## config.mk

```make
export PLATFORM = sky130hd
export DESIGN_NAME = agc_window_ctrl
export DESIGN_NICKNAME = d
export VERILOG_FILES = /design/src/rtl/agc_window_ctrl.sv
export SDC_FILE = /design/constraint.sdc
export NUM_CORES = 1
export LEC_CHECK = 0
export BUFFER_PORTS_ARGS = -buffer_cell sky130_fd_sc_hd__buf_2
export CAP_MARGIN = 20
export CORE_MARGIN = 10
export CORE_UTILIZATION = 61
export CTS_CLUSTER_SIZE = 20
export DETAILED_ROUTE_END_ITERATION = 10
export PLACE_DENSITY = 0.81
export SLEW_MARGIN = 0
export SYNTH_ARGS = -nofsm -noshare
export SYNTH_HDL_FRONTEND = slang
export SYNTH_SLANG_ARGS = --single-unit
export TNS_END_PERCENT = 50
```

## constraint.sdc

```tcl
create_clock -name clk -period 8.2 [get_ports clk]
set_clock_uncertainty 0.15 [all_clocks]
set_input_delay 1.64 -clock clk [delete_from_list [all_inputs] [get_ports clk]]
set_output_delay 1.64 -clock clk [all_outputs]
set_load 0.01 [all_outputs]
```

## src/rtl/agc_window_ctrl.sv

```systemverilog
// Windowed peak-to-peak AGC: steps an N-level relay/PGA gain code from ADC amplitude,
// with fast clip attack, confirmed slow step-up with hysteresis, settle, manual and freeze.
module agc_window_ctrl #(
    parameter int DATA_W     = 12,
    parameter int STEPS      = 4,
    parameter int GAIN_W     = 2,
    parameter int WIN_LEN    = 256,
    parameter int SETTLE_CYC = 1000,
    parameter int HI_TH      = 3000,
    parameter int LO_TH      = 1024,
    parameter int HYST       = 128,
    parameter int CLIP_HI    = 4080,
    parameter int CLIP_LO    = 15,
    parameter int UP_CONFIRM = 2
) (
    input  logic              clk,
    input  logic              rst_n,
    input  logic              sample_valid,
    input  logic [DATA_W-1:0] sample_data,
    input  logic              manual_en,
    input  logic [GAIN_W-1:0] manual_gain,
    input  logic              freeze,
    output logic [GAIN_W-1:0] gain_code,
    output logic              gain_change,
    output logic              stable,
    output logic              over_range,
    output logic [DATA_W-1:0] amp,
    output logic              amp_valid
);
    localparam int SC_W = $clog2(SETTLE_CYC + 1);
    localparam int WC_W = $clog2(WIN_LEN + 1);
    localparam int UC_W = $clog2(UP_CONFIRM + 1);

    localparam logic [1:0] ST_SETTLE  = 2'd0;
    localparam logic [1:0] ST_MEASURE = 2'd1;
    localparam logic [1:0] ST_HOLD    = 2'd2;

    localparam logic [GAIN_W-1:0] GAIN_MAX = GAIN_W'(STEPS - 1);

    logic [1:0]        state_reg;
    logic [SC_W-1:0]   settle_cnt_reg;
    logic [WC_W-1:0]   samp_cnt_reg;
    logic [DATA_W-1:0] max_reg, min_reg;
    logic              win_clip_reg;
    logic [UC_W-1:0]   up_cnt_reg;
    logic              last_down_reg;
    logic [GAIN_W-1:0] gain_reg;
    logic              gain_change_reg, stable_reg, over_range_reg, amp_valid_reg;
    logic [DATA_W-1:0] amp_reg;
    logic              manual_en_d_reg;
    logic [GAIN_W-1:0] manual_gain_d_reg;

    logic              sample_clip, win_done, manual_evt, manual_fall;
    logic [DATA_W-1:0] max_next, min_next, p2p, up_th;
    logic [GAIN_W-1:0] manual_target;

    assign sample_clip   = (sample_data >= DATA_W'(CLIP_HI)) || (sample_data <= DATA_W'(CLIP_LO));
    assign max_next      = (sample_data > max_reg) ? sample_data : max_reg;
    assign min_next      = (sample_data < min_reg) ? sample_data : min_reg;
    // Includes the closing sample, so the decision lands the cycle after it arrives
    assign p2p           = max_next - min_next;
    assign up_th         = last_down_reg ? DATA_W'(LO_TH - HYST) : DATA_W'(LO_TH);
    assign win_done      = (samp_cnt_reg == WC_W'(WIN_LEN - 1));
    assign manual_target = (manual_gain > GAIN_MAX) ? GAIN_MAX : manual_gain;
    assign manual_evt    = manual_en && (!manual_en_d_reg || (manual_gain != manual_gain_d_reg));
    assign manual_fall   = !manual_en && manual_en_d_reg;

    always_ff @(posedge clk) begin
        if (!rst_n) begin
            state_reg         <= ST_SETTLE;
            settle_cnt_reg    <= SC_W'(SETTLE_CYC);
            samp_cnt_reg      <= '0;
            max_reg           <= '0;
            min_reg           <= '1;
            win_clip_reg      <= 1'b0;
            up_cnt_reg        <= '0;
            last_down_reg     <= 1'b0;
            gain_reg          <= '0;
            gain_change_reg   <= 1'b0;
            stable_reg        <= 1'b0;
            over_range_reg    <= 1'b0;
            amp_reg           <= '0;
            amp_valid_reg     <= 1'b0;
            manual_en_d_reg   <= 1'b0;
            manual_gain_d_reg <= '0;
        end else begin
            gain_change_reg   <= 1'b0;
            amp_valid_reg     <= 1'b0;
            manual_en_d_reg   <= manual_en;
            manual_gain_d_reg <= manual_gain;
            if (manual_evt) begin
                samp_cnt_reg <= '0;
                max_reg      <= '0;
                min_reg      <= '1;
                win_clip_reg <= 1'b0;
                if (manual_target != gain_reg) begin
                    gain_reg        <= manual_target;
                    gain_change_reg <= 1'b1;
                    stable_reg      <= 1'b0;
                    state_reg       <= ST_SETTLE;
                    settle_cnt_reg  <= SC_W'(SETTLE_CYC);
                end else if (state_reg != ST_SETTLE) begin
                    state_reg  <= ST_HOLD;
                    stable_reg <= 1'b1;
                end
            end else if (manual_fall) begin
                state_reg    <= ST_MEASURE;
                samp_cnt_reg <= '0;
                max_reg      <= '0;
                min_reg      <= '1;
                win_clip_reg <= 1'b0;
                up_cnt_reg   <= '0;
                stable_reg   <= 1'b0;
            end else begin
                case (state_reg)
                    ST_SETTLE: begin
                        samp_cnt_reg <= '0;
                        max_reg      <= '0;
                        min_reg      <= '1;
                        win_clip_reg <= 1'b0;
                        if (settle_cnt_reg == '0) begin
                            state_reg <= manual_en ? ST_HOLD : ST_MEASURE;
                            if (manual_en) stable_reg <= 1'b1;
                        end else begin
                            settle_cnt_reg <= settle_cnt_reg - 1'b1;
                        end
                    end
                    ST_MEASURE: begin
                        if (sample_valid) begin
                            if (sample_clip && (gain_reg != '0) && !freeze) begin
                                // Fast attack pre-empts any window close on this same sample
                                over_range_reg  <= 1'b1;
                                gain_reg        <= gain_reg - 1'b1;
                                gain_change_reg <= 1'b1;
                                up_cnt_reg      <= '0;
                                last_down_reg   <= 1'b1;
                                stable_reg      <= 1'b0;
                                state_reg       <= ST_SETTLE;
                                settle_cnt_reg  <= SC_W'(SETTLE_CYC);
                            end else if (win_done) begin
                                amp_reg        <= p2p;
                                amp_valid_reg  <= 1'b1;
                                over_range_reg <= win_clip_reg | sample_clip;
                                samp_cnt_reg   <= '0;
                                max_reg        <= '0;
                                min_reg        <= '1;
                                win_clip_reg   <= 1'b0;
                                if ((p2p > DATA_W'(HI_TH)) && (gain_reg != '0)) begin
                                    if (!freeze) begin
                                        gain_reg        <= gain_reg - 1'b1;
                                        gain_change_reg <= 1'b1;
                                        up_cnt_reg      <= '0;
                                        last_down_reg   <= 1'b1;
                                        stable_reg      <= 1'b0;
                                        state_reg       <= ST_SETTLE;
                                        settle_cnt_reg  <= SC_W'(SETTLE_CYC);
                                    end
                                end else if ((p2p < up_th) && (gain_reg < GAIN_MAX)) begin
                                    if (!freeze) begin
                                        if (up_cnt_reg == UC_W'(UP_CONFIRM - 1)) begin
                                            gain_reg        <= gain_reg + 1'b1;
                                            gain_change_reg <= 1'b1;
                                            up_cnt_reg      <= '0;
                                            last_down_reg   <= 1'b0;
                                            stable_reg      <= 1'b0;
                                            state_reg       <= ST_SETTLE;
                                            settle_cnt_reg  <= SC_W'(SETTLE_CYC);
                                        end else begin
                                            up_cnt_reg <= up_cnt_reg + 1'b1;
                                            stable_reg <= 1'b1;
                                        end
                                    end
                                end else begin
                                    up_cnt_reg <= '0;
                                    if (!freeze) stable_reg <= 1'b1;
                                end
                            end else begin
                                if (sample_clip) begin
                                    over_range_reg <= 1'b1;
                                    win_clip_reg   <= 1'b1;
                                end
                                max_reg      <= max_next;
                                min_reg      <= min_next;
                                samp_cnt_reg <= samp_cnt_reg + 1'b1;
                            end
                        end
                    end
                    ST_HOLD: begin
                        samp_cnt_reg <= '0;
                        max_reg      <= '0;
                        min_reg      <= '1;
                        win_clip_reg <= 1'b0;
                        stable_reg   <= 1'b1;
                    end
                    default: state_reg <= ST_SETTLE;
                endcase
            end
        end
    end

    assign gain_code   = gain_reg;
    assign gain_change = gain_change_reg;
    assign stable      = stable_reg;
    assign over_range  = over_range_reg;
    assign amp         = amp_reg;
    assign amp_valid   = amp_valid_reg;
endmodule

```

* Word level (Yosys, flattened, before mapping)
Cells that the tools add are included.
Widths: inputs -> output; s select.
** Storage, ports and cells
- Bits in registers :: 70
- Bits in latches :: 0
- Bits in writable memories :: 0
- Memory bits (read-only) :: 0
- Input bits :: 19
- Output and inout port bits :: 18
- Memories kept :: 0
** Cells by class
- Add/subtract/negate cells :: 6
- $mul :: 0
- Div/mod/pow operators :: 0
- Order comparisons :: 8
- Equal/unequal tests :: 35
- Shifts and indexed selects :: 0
- Multiplexer cells :: 107
- Bitwise gates (word level) :: 7
- Reductions and logical operators :: 43
** Operators with widths (number)
- $mux 10 :: 12
- $mux 12 :: 8
- $mux 2 :: 36
- $pmux 12 s2 :: 2
- $mux 1 :: 40
- $ne 4x4->1 const B :: 8
- $ne 5x5->1 const B :: 6
- $mux 9 :: 3
- $reduce_and 9->1 :: 3
- $ne 6x6->1 const B :: 4
- $pmux 10 s2 :: 1
- $ne 3x3->1 const B :: 6
- $pmux 9 s2 :: 1
- $reduce_bool 3->1 :: 6
- $reduce_bool 2->1 :: 8
- $ge 12x12->1 const B :: 1
- $gt 12x12->1 :: 1
- $gt 12x12->1 const B :: 1
- $le 12x4->1 const B :: 1
- $lt 12x11->1 :: 1
- $lt 12x12->1 :: 1
- $reduce_and 6->1 :: 2
- $sub 12x12->12 :: 1
- $mux 11 :: 1
- other kinds (33) :: 52

* Logic depth before layout (Yosys ltp)
Gate-level depths: netlist of run 1.
- Depth in word-level cells :: 13
- Mapped depth :: 25

* Worst setup path after synthesis of run 1
Ideal clock, no wire load.
- Path type :: input to register
- Start :: in sample_data[9]
- End :: reg settle_cnt_reg[5]
- Setup time :: 0.142 ns
- Arrival :: 6.598 ns
- Data required time :: 7.908 ns
- Slack :: 1.310 ns
- Stages :: 23
- Path buffers :: 2
- Cells stage by stage :: ha_1 a211o_1 a21oi_1 a21o_1 a31o_1 buf_6 clkbuf_1 mux2_2 ha_1 a21oi_1 o211a_1 a21oi_1 a211oi_1 xnor2_1 ha_1 a21o_1 a211o_1 a41oi_1 nand3b_1 mux2i_1 nor4_2 a21oi_4 o211ai_1
** On the way
- Longest elaborated chain between the ends :: 12
** Ends and longest elaborated chain
- start, declared :: RTL line 19 : input logic [DATA_W-1:0] sample_data,
- $gt 12x12->1 or $lt 12x12->1 (tied branches) :: RTL line 58, 59
- $mux 12, on equally long branches :: RTL line 58, 59
- $sub 12x12->12 * :: RTL line 61 : assign p2p = max_next - min_next;
- named net p2p[9] :: RTL line 54 : logic [DATA_W-1:0] max_next, min_next, p2p, up_th;
- $gt 12x12->1 :: RTL line 148 : if ((p2p > DATA_W'(HI_TH)) && (gain_reg != '0)) begin
- $logic_and 1x1->1 :: RTL line 148
- $mux 10 :: RTL line 148
- $mux 10 :: RTL line 140 : end else if (win_done) begin
- $mux 10 :: RTL line 130 : if (sample_clip && (gain_reg != '0) && !freeze) begin
- $mux 10 :: RTL line 129 : if (sample_valid) begin
- $pmux 10 s2 :: RTL line 115 : case (state_reg)
- $mux 10 :: RTL line 106 : end else if (manual_fall) begin
- $mux 10 :: RTL line 91 : if (manual_evt) begin
- end signal, assigned :: RTL line 101 : settle_cnt_reg <= SC_W'(SETTLE_CYC);
- end signal, assigned :: RTL line 125 : settle_cnt_reg <= settle_cnt_reg - 1'b1;
- end signal, assigned :: RTL line 139 : settle_cnt_reg <= SC_W'(SETTLE_CYC);
- end, declared :: RTL line 41 : logic [SC_W-1:0] settle_cnt_reg;
Mark *: on every way through the listed nets, which the timed path passes. The rest lies on a longest branch. The select of a mux whose other input is x is not followed.
A chain may end at the register's enable or synchronous reset.

* Final worst setup path of run 1
Ends and elaborated chain as after synthesis.

==> key figures, run 1 <==
Power and ir drop
  • Power Density: 178 nW/um^2
  • Peak VDD IR: 0.0000963 V
  • Tot Pwr: 0.000910 W
  • Pleak: 2.22 nW

STA
  • Final Hold Fails: 0
  • Max Clk Rate: 138 MHz
  • Slew @ Worst Pin: 0.911 ns
  • Slew HR: 0.393
  • Fin crit share: 0.882
  • Worst Slack Setup Final: 0.965 ns
  • Final Hold Slack: 0.329 ns
  • Final min period: 7.24 ns
  • RSZ-0062 raised after global routing: false
  • TNS Setup: 0 ns
  • Final Setup Violations: 0
  • Slew Viols, Final: 0

Setup path
  • CP Capture Type: flop
  • Crit path largest cell delay: 0.49 ns
  • Worst Path Required: 8.26 ns
  • Worst reg-to-reg setup slack: 2.01 ns
  • Critical path's slowest cell: a31o_1
  • CP arrival: 7.29 ns
  • CP bufs+invs: 1
  • Max FO, Critical Path: 15
  • WS Path Type: input pin to flop
  • Cell family with most CP delay: compound AO/OA/AOI/OAI gates
  • Critical path launch point type: input pin
  • Worst path cell trace: buf_2 -> ha_1 -> a211o_1 -> a21oi_1 -> a21o_1 -> a31o_1 -> mux2_2 -> ha_1 -> a21oi_1 -> o211a_1 -> a21oi_1 -> a211oi_1 -> xnor2_1 -> ha_1 -> a21o_1 -> a211o_1 -> a41oi_1 -> nand3b_1 -> mux2i_1 -> nor4_2 -> a21oi_4 -> o211ai_1

Synthesis
  • Net Count, Synth: 622
  • Post-synth ARST share: 0
  • Sequential share of the synthesized area: 0.298
  • Yosys Warn Count: 0
  • Top_reg_cell synth: dfxtp_1
  • Mapped cell area: 4700 um^2
  • Syn Inst Count: 557
  • Mean Syn Cell Area: 8.44 um^2
  • Yosys cell types: 61
  • Post-synth EDFFs: 0
  • Synthesized flop and latch total: 70

CTS
  • Root buf cell: clkbuf_8
  • CTS Buf Count: 9
  • Clk_lat worst skew: 0.36 ns
  • H-Tree Depth: 3
  • Postcts setup bufs: 0
  • Hold_buf cts: 0
  • CTS tree: built
  • CTS Buffer Depth: 2
  • Clock-pin slew on the worst setup and hold paths: 0.08 ns
  • Sink Count: 70
  • Post-CTS sizing: 0

Global route
  • Vias in the first global route: 4,065
  • Initial antenna violation count: 0
  • Largest net degree at the start of global routing: 42
  • GRT Residual Overflow: 0
  • Total GRT Usage: 0.192
  • Global-route wire length before repair: 18,600 um

Hold path
  • Worst min-delay path class: flop to flop

Layout
  • # fillers: 614
  • Nets: 651
  • Layout area overhead: 8.44%
  • Fin cells: 689
  • Fraction of layout cells with a size suffix above 1: 0.131
  • Antenna Cells: 0

Floorplan
  • Die width: 108 um
  • Initial Utilization: 0.638
  • Chip height: 108 um
  • Die area: 11,600 um^2
  • Cell Rows: 31
  • Boundary Pins: 37
  • CORE AREA: 7370 um^2

Route
  • DRT antenna net count: 0
  • Drc violations: 0
  • First-pass DRT Iterations: 5
  • DR vias: 4,196
  • Vias per cell: 6.09
  • Post-DR wirelength/cell: 16.1 um
  • Detailed Route Iter0 Violations: 179
  • Routed WL: 11,100 um

Placed design
  • DP Cell Count: 674
  • Final Wtd Congestion: 0.887
  • Detailed Place HPWL: 8510 um
  • Number of port buffers: 36
  • Pre-CTS setup slack: 0.635 ns

Flow run
  • Max cap viols: 0

Outcome
  • Outcome: completed
==> stage by stage <==
step | area (um^2) | utilization
floorplan | 4700 | -
global placement | 4940 | 0.670
detailed placement | 4940 | 0.670
CTS | 5100 | 0.692
global route | 5100 | 0.692
finish | 5100 | 0.692
==> logic make-up after synthesis <==
| kind of cell | synth area share |
|---|---|
| multiplexers | 0.0911 |
| XOR/XNOR | 0.0367 |
| buffers and inverters | 0.0530 |
| AND/OR/NAND/NOR | 0.193 |
| AO/OA/AOI/OAI | 0.204 |
| flip-flops | 0.298 |
| adder cells (fa/ha/maj) | 0.124 |
==> cell usage in the layout, fill, tap and decap left out, drive strengths merged, types with 10 or more instances in the layout <==
master,count
nand4,11
a22oi,10
a31oi,12
o211ai,16
nand3,15
mux2i,28
clkbuf,11
o21ai,19
nand2,51
a21oi,26
inv,44
nor2,57
dfxtp,70
mux2,12
ha,45
buf,38
==> synthesized netlist by cell type (all sizes together), types with 8 or more instances <==
master | n | share of area
inv | 44 | 0.035
a21o | 9 | 0.014
ha | 45 | 0.12
a22oi | 10 | 0.016
nand2 | 51 | 0.041
nand3 | 15 | 0.016
nor2 | 57 | 0.046
a31oi | 12 | 0.016
nor3 | 9 | 0.0096
a21oi | 26 | 0.030
nand4 | 11 | 0.015
xnor2 | 8 | 0.015
clkbuf | 14 | 0.011
xor2 | 9 | 0.017
mux2 | 12 | 0.029
o21ai | 19 | 0.020
mux2i | 28 | 0.062
dfxtp | 70 | 0.30
o211ai | 16 | 0.026
==> worst reg2reg max path: cells and delay by family (launching register included) <==
kind                       cells  cell delay (ns)
and+or+nand+nor                2             0.23
AOI/OAI and AO/OA             13             3.15
xor gates and xnor gates       1             0.26
muxes                          2             0.88
adders and majority gates      3             0.95
DFF                            1             0.36
buffers and inverters          1             0.05
==> final cells by class <==
cell class,count,area [um^2],share of cell area
clock buffers,11,131,0.0258
well taps,99,124,0.0243
flip-flops and latches,70,1400,0.275
repair buffers,38,195,0.0383
multi-input cells,423,3050,0.599
inverters,44,165,0.0324
clock inverters,4,25.0,0.00491
==> layer usage <==
layer,up-vias,wire length (um),track usage
li1,2074,-,-
met1,2005,5110,0.236
met2,101,5280,0.323
met3,16,556,0.0389
met4,0,142,0.0697
met5,-,0,0
==> path summary, 6_finish.rpt <==
path,depth (start not counted),endpoint,startpoint
worst max-delay path,22,settle_cnt_reg[5],sample_data[9]
worst min-delay path,1,samp_cnt_reg[8],samp_cnt_reg[8]
worst min register to register,1,samp_cnt_reg[8],samp_cnt_reg[8]
worst max register to register,22,settle_cnt_reg[5],max_reg[9]
==> where the power goes <==
group          switching [W]  internal (W)
Clock               0.000135      0.000107
Combinational       0.000183      0.000117
Sequential         0.0000130      0.000354
Total               0.000331      0.000579
No activity file was read; power rests on OpenSTA's default activity.
==> inputs of run 2 (changes only) <==
ABC_AREA = 1   (was unset)
CAP_MARGIN = 30   (was 20)
REMOVE_ABC_BUFFERS = 1   (was unset)
==> key figures, run 2 <==
Route
  • Vias per cell: 5.46
  • Routed WL: 11,700 um
  • DRT antenna net count: 0
  • DR vias: 4,830
  • Detailed Route Iter0 Violations: 269
  • Post-DR wirelength/cell: 13.2 um
  • Drc violations: 0
  • First-pass DRT Iterations: 5

Floorplan
  • Die width: 110 um
  • Boundary Pins: 37
  • Chip height: 110 um
  • Cell Rows: 32
  • Initial Utilization: 0.634
  • Die area: 12,100 um^2
  • CORE AREA: 7810 um^2

Synthesis
  • Yosys cell types: 44
  • Simple logic cell fraction of the synthesized area: 0.311
  • Synth top area cells: dfxtp_1 (28%), nand2_1 (15%), ha_1 (11%)
  • Synthesized flop and latch total: 70
  • Main combinational cell family by area after synthesis: simple AND/OR/NAND/NOR gates
  • Largest area contributor in the netlist: dfxtp_1
  • Post-synth EDFFs: 0
  • Multiplexer share of the synthesized area: 0
  • Post-synth ARST share: 0
  • Top_reg_cell synth: dfxtp_1
  • Xor/xnor cell area share of the yosys netlist: 0.0207
  • Syn Inst Count: 749
  • Area fraction in compound gates after synthesis: 0.161
  • Synth top cells by count: nand2_1 (200), inv_1 (110), dfxtp_1 (70)
  • Yosys Warn Count: 0
  • Top cell type's share of synthesized area: 0.283
  • Cell with the most instances after synthesis: nand2_1
  • Mapped cell area: 4950 um^2
  • Adder-cell share of the synthesized area: 0.118
  • Mean Syn Cell Area: 6.61 um^2
  • Sequential share of the synthesized area: 0.283

Global route
  • Largest net degree at the start of global routing: 46
  • Total GRT Usage: 0.199
  • Global-route wire length before repair: 20,000 um
  • Vias in the first global route: 4,501
  • GRT Residual Overflow: 0
  • Initial antenna violation count: 0

Layout
  • Nets: 842
  • Commonest non-fill, non-tap cell in the layout: nand2_1
  • # fillers: 730
  • Commonest non-fill, non-tap cells in the layout: nand2_1 (200), inv_1 (110), dfxtp_1 (70)
  • Fraction of layout cells with a size suffix above 1: 0.104
  • Antenna Cells: 0
  • Layout area overhead: 7.76%

Setup path
  • Critical path launch point type: input pin
  • CP arrival: 6.05 ns
  • Worst Path Required: 8.26 ns
  • Max FO, Critical Path: 24
  • WS Path Type: input pin to flop
  • CP Capture Type: flop

STA
  • Final min period: 5.99 ns
  • Slew Viols, Final: 0
  • Final Setup Violations: 0
  • RSZ-0062 raised after global routing: false
  • Fin crit share: 0.730
  • Worst Slack Setup Final: 2.21 ns
  • TNS Setup: 0 ns
  • Slew @ Worst Pin: 1.07 ns
  • Max Clk Rate: 167 MHz
  • Final Hold Fails: 0
  • Slew HR: 0.283

CTS
  • Clk_lat worst skew: 0.35 ns
  • Clock-pin slew on the worst setup and hold paths: 0.08 ns
  • H-Tree Depth: 3
  • Root buf cell: clkbuf_8
  • CTS tree: built
  • Post-CTS sizing: 0
  • Hold_buf cts: 0
  • CTS Buf Count: 9
  • Sink Count: 70
  • CTS Buffer Depth: 2
  • Postcts setup bufs: 0

Hold path
  • Worst min-delay path class: flop to flop

Placed design
  • Final Wtd Congestion: 0.936
  • Number of port buffers: 36
  • Pre-CTS setup slack: 1.99 ns
  • Detailed Place HPWL: 9000 um

Power and ir drop
  • Peak VDD IR: 0.0000814 V
  • Pleak: 2.66 nW
  • Power Density: 184 nW/um^2

Outcome
  • Outcome: completed

Flow run
  • Max cap viols: 0
-- run 2: path summary, 6_finish.rpt --
path	startpoint	endpoint	slack, ns	cells after the start
worst max register to register	min_reg[11]	settle_cnt_reg[9]	3.28	25
worst min register to register	up_cnt_reg[1]	up_cnt_reg[1]	0.29	2
worst min-delay path	up_cnt_reg[1]	up_cnt_reg[1]	0.29	2
worst max-delay path	sample_data[11]	settle_cnt_reg[9]	2.21	25
-- run 2: kinds of logic after synthesis --
logic type | count (synthesis)
xor gates and xnor gates | 10
adders and majority gates | 46
buffers and inverters | 131
and+or+nand+nor | 354
DFF | 70
AOI/OAI and AO/OA | 138
-- run 2: critical path, cell delays in order --
cell	delay, ns
buf_2	0.15
ha_1	0.33
a21oi_1	0.15
o21ai_1	0.09
nor2_1	0.19
nand2_1	0.43
o21ai_0	0.41
ha_1	0.38
a21oi_2	0.24
nor2_1	0.08
o21ai_1	0.21
nand3_1	0.12
nand2_1	0.11
nand2_1	0.08
ha_1	0.30
a21oi_1	0.13
o21ai_1	0.08
nand2_1	0.12
nand4_1	0.15
nand3b_1	0.16
nand2_2	0.08
nand2_4	0.16
nand2_4	0.10
nand2_1	0.10
nand3_1	0.06
-- run 2: metrics by stage --
stage / area [um^2] / total power [W] / util / cells / hold slack, ns
after global placement: 5150 / 0.000720 / 0.660 / 868 / 0.269
after floorplan: 4840 / 0.000650 / - / 729 / 0.259
after global routing: 5330 / 0.00105 / 0.683 / 884 / 0.317
after CTS: 5330 / 0.000983 / 0.683 / 884 / 0.294
final: 5330 / 0.000983 / 0.683 / 884 / 0.294
after detailed placement: 5150 / 0.000731 / 0.660 / 868 / 0.281
-- run 2: area by class of cell --
class                      instances  area, um^2  area share
multi-input combinational        548        3020       0.567
timing repair buffer              37         188      0.0352
clock inverter                     5        35.0     0.00657
tap                              102         128      0.0239
sequential                        70        1400       0.263
inverter                         111         417      0.0782
clock buffer                      11         141      0.0265
-- run 2: power by group --
group | switching (W) | internal [W] | total [W]
Clock | 0.000134 | 0.000118 | 0.000253
Sequential | 0.0000190 | 0.000363 | 0.000382
Combinational | 0.000227 | 0.000121 | 0.000349
-- run 2: per-layer routing --
layer  GRT usage  routed length (um)  up-vias
met3      0.0406                 609       21
li1            -                   -     2492
met2       0.319                5370      128
met5           0                   0        -
met4      0.0623                 168        0
met1       0.262                5500     2189
==> inputs of run 3 (changes only) <==
ABC_AREA = 0   (was 1)
CORE_UTILIZATION = 55   (was 61)
PLACE_DENSITY = 0.77   (was 0.81)
clock period = 5.24 ns   (was 8.2 ns; I/O delays follow)
==> key figures, run 3 (synthesis gave the netlist of run 1 again) <==
Outcome
  • Outcome: complete, but fails checks
  • Failing checks: setup timing

Route
  • First-pass DRT Iterations: 6
  • Vias per cell: 6.63
  • Top sig layer: met4
  • DRT antenna net count: 0
  • Post-DR wirelength/cell: 22.1 um
  • Met3 Wirelength: 1490 um
  • Met2 wire length: 8480 um
  • Metal-1 WL: 6410 um
  • Routed WL: 17,800 um
  • Detailed Route Iter0 Violations: 536
  • DR vias: 5,329
  • Drc violations: 0

Global route
  • GRT Residual Overflow: 0
  • Global-route wire length before repair: 25,100 um
  • Initial antenna violation count: 0
  • Vias in the first global route: 5,217
  • Total GRT Usage: 0.236
  • Largest net degree at the start of global routing: 42

Power and ir drop
  • Combinational cell fraction of total power: 0.457
  • Flop pwr share: 0.313
  • Pleak: 2.88 nW
  • Sw Pwr: 0.000688 W
  • Clock Power Share: 0.231
  • Internal Power: 0.00115 W
  • Peak VDD IR: 0.000164 V
  • Power Density: 280 nW/um^2
  • Switching Fraction: 0.373

STA
  • Fin crit share: 1.14
  • Max Clk Rate: 167 MHz
  • Worst Slack Setup Final: -0.732 ns
  • RSZ-0062 raised after global routing: true
  • Final Hold Slack: 0.335 ns
  • Final min period: 5.97 ns
  • Final Hold Fails: 0
  • Slew Viols, Final: 0
  • Final Setup Violations: 19
  • Slew @ Worst Pin: 0.924 ns
  • Slew HR: 0.382

Flow run
  • Max cap viols: 0

Layout
  • Layout area overhead: 40.0%
  • Core Util, Final: 0.797
  • Antenna Cells: 0
  • Fin cells: 804
  • Design area: 6580 um^2
  • Commonest non-fill, non-tap cells in the layout: buf_4 (98), dfxtp_1 (70), nor2_1 (55)
  • Fraction of layout cells with a size suffix above 1: 0.355
  • Nets: 759
  • Commonest non-fill, non-tap cell in the layout: buf_4

Placed design
  • Detailed Place HPWL: 9320 um
  • DP Cell Count: 765
  • Pre-CTS setup slack: -1.23 ns
  • Placed Area: 5600 um^2
  • Number of port buffers: 36
  • Final Wtd Congestion: 0.887

Hold path
  • Worst min-delay path class: flop to flop
  • Worst Hold Launch: stable

CTS
  • CTS tree: built
  • CTS Buf Count: 9
  • Clk_lat worst skew: 0.37 ns
  • Root buf cell: clkbuf_8
  • H-Tree Depth: 3
  • Clock-pin slew on the worst setup and hold paths: 0.07 ns
  • Sink Count: 70
  • CTS Buffer Depth: 2

Setup path
  • CP Capture Type: flop
  • Critical path launch point type: input pin
  • WS Path Type: input pin to flop
  • RR Startpoint: max_reg[6]
  • CP arrival: 6.12 ns
  • Worst Path Required: 5.39 ns
  • Max FO, Critical Path: 5
  • Worst reg-to-reg setup slack: -0.33 ns
  • CP startpoint: sample_data[5]

Floorplan
  • Chip height: 112 um
  • Die width: 112 um
  • CORE AREA: 8260 um^2
  • Die area: 12,600 um^2
  • Cell Rows: 33
  • Boundary Pins: 37
  • Initial Utilization: 0.569
## run 3: changes by cell type in the layout (fill, tap and decap cells not counted), sizes merged, moves of 6 or more
cell / change
a21oi: -36
and2: +6
buf: +108
and3: +7
mux2i: +28
nand2: -157
nand3: -39
mux2: +12
a22oi: +10
inv: -67
a31oi: +8
a21o: +7
o21ai: -28
## run 3: final timing paths
check	end	cells after the start
worst min-delay path	stable	2
worst max-delay path	state_reg[1]	26
worst max register to register	state_reg[1]	25
worst min register to register	stable	2
## run 3: power by group through the flow
stage	Combinational (W)	Clock (W)	Sequential [W]
floorplan	0.000348	0	0.000584
global placement	0.000562	0	0.000584
detailed placement	0.000583	0	0.000586
CTS	0.000723	0.000418	0.000574
global route	0.000883	0.000446	0.000578
finish	0.000841	0.000426	0.000576
## run 3: through the flow
step	setup TNS [ns]	total power, W
3_3_place_gp	-17.43	0.00115
5_1_grt	-13.25	0.00191
3_5_place_dp	-21.61	0.00117
6_report	-11.90	0.00184
2_1_floorplan	-16.42	0.000932
4_1_cts	-6.83	0.00171
## run 3: critical path, cell delays in order
cell and delay, ns:
buf_6 0.10, buf_6 0.12, ha_4 0.26, nand4_1 0.18, a21o_1 0.26, a31o_4 0.26
buf_12 0.15, mux2_4 0.33, ha_4 0.29, and3_4 0.22, o2111ai_4 0.18, a21oi_2 0.20
a211oi_2 0.08, xnor2_2 0.28, ha_4 0.27, a21o_1 0.17, a211o_1 0.30, a41oi_2 0.23
buf_4 0.16, nand3b_1 0.07, mux2i_1 0.15, buf_4 0.18, buf_12 0.11, a211oi_4 0.04
o31ai_4 0.26, mux2i_1 0.21
## run 3: timing repair
item,CTS,global route
cloned,2,1
resized for setup,66,32
setup endpoints to repair,19,19
buffers inserted,14,8
hold buffers,0,0
pin swaps,22,23
## run 3: area by class of cell
type,instances,area [um^2]
clock buffer,11,151
clock inverter,5,33.8
fill,452,1680
inverter,44,168
multi-input combinational,424,3590
sequential,70,1400
tap,105,131
timing repair buffer,145,1100
## run 3: metal layers
| layer | vias up | track usage |
|---|---|---|
| met2 | 389 | 0.409 |
| li1 | 2291 | - |
| met1 | 2511 | 0.256 |
| met3 | 138 | 0.0495 |
| met4 | 0 | 0.146 |
| met5 | - | 0 |
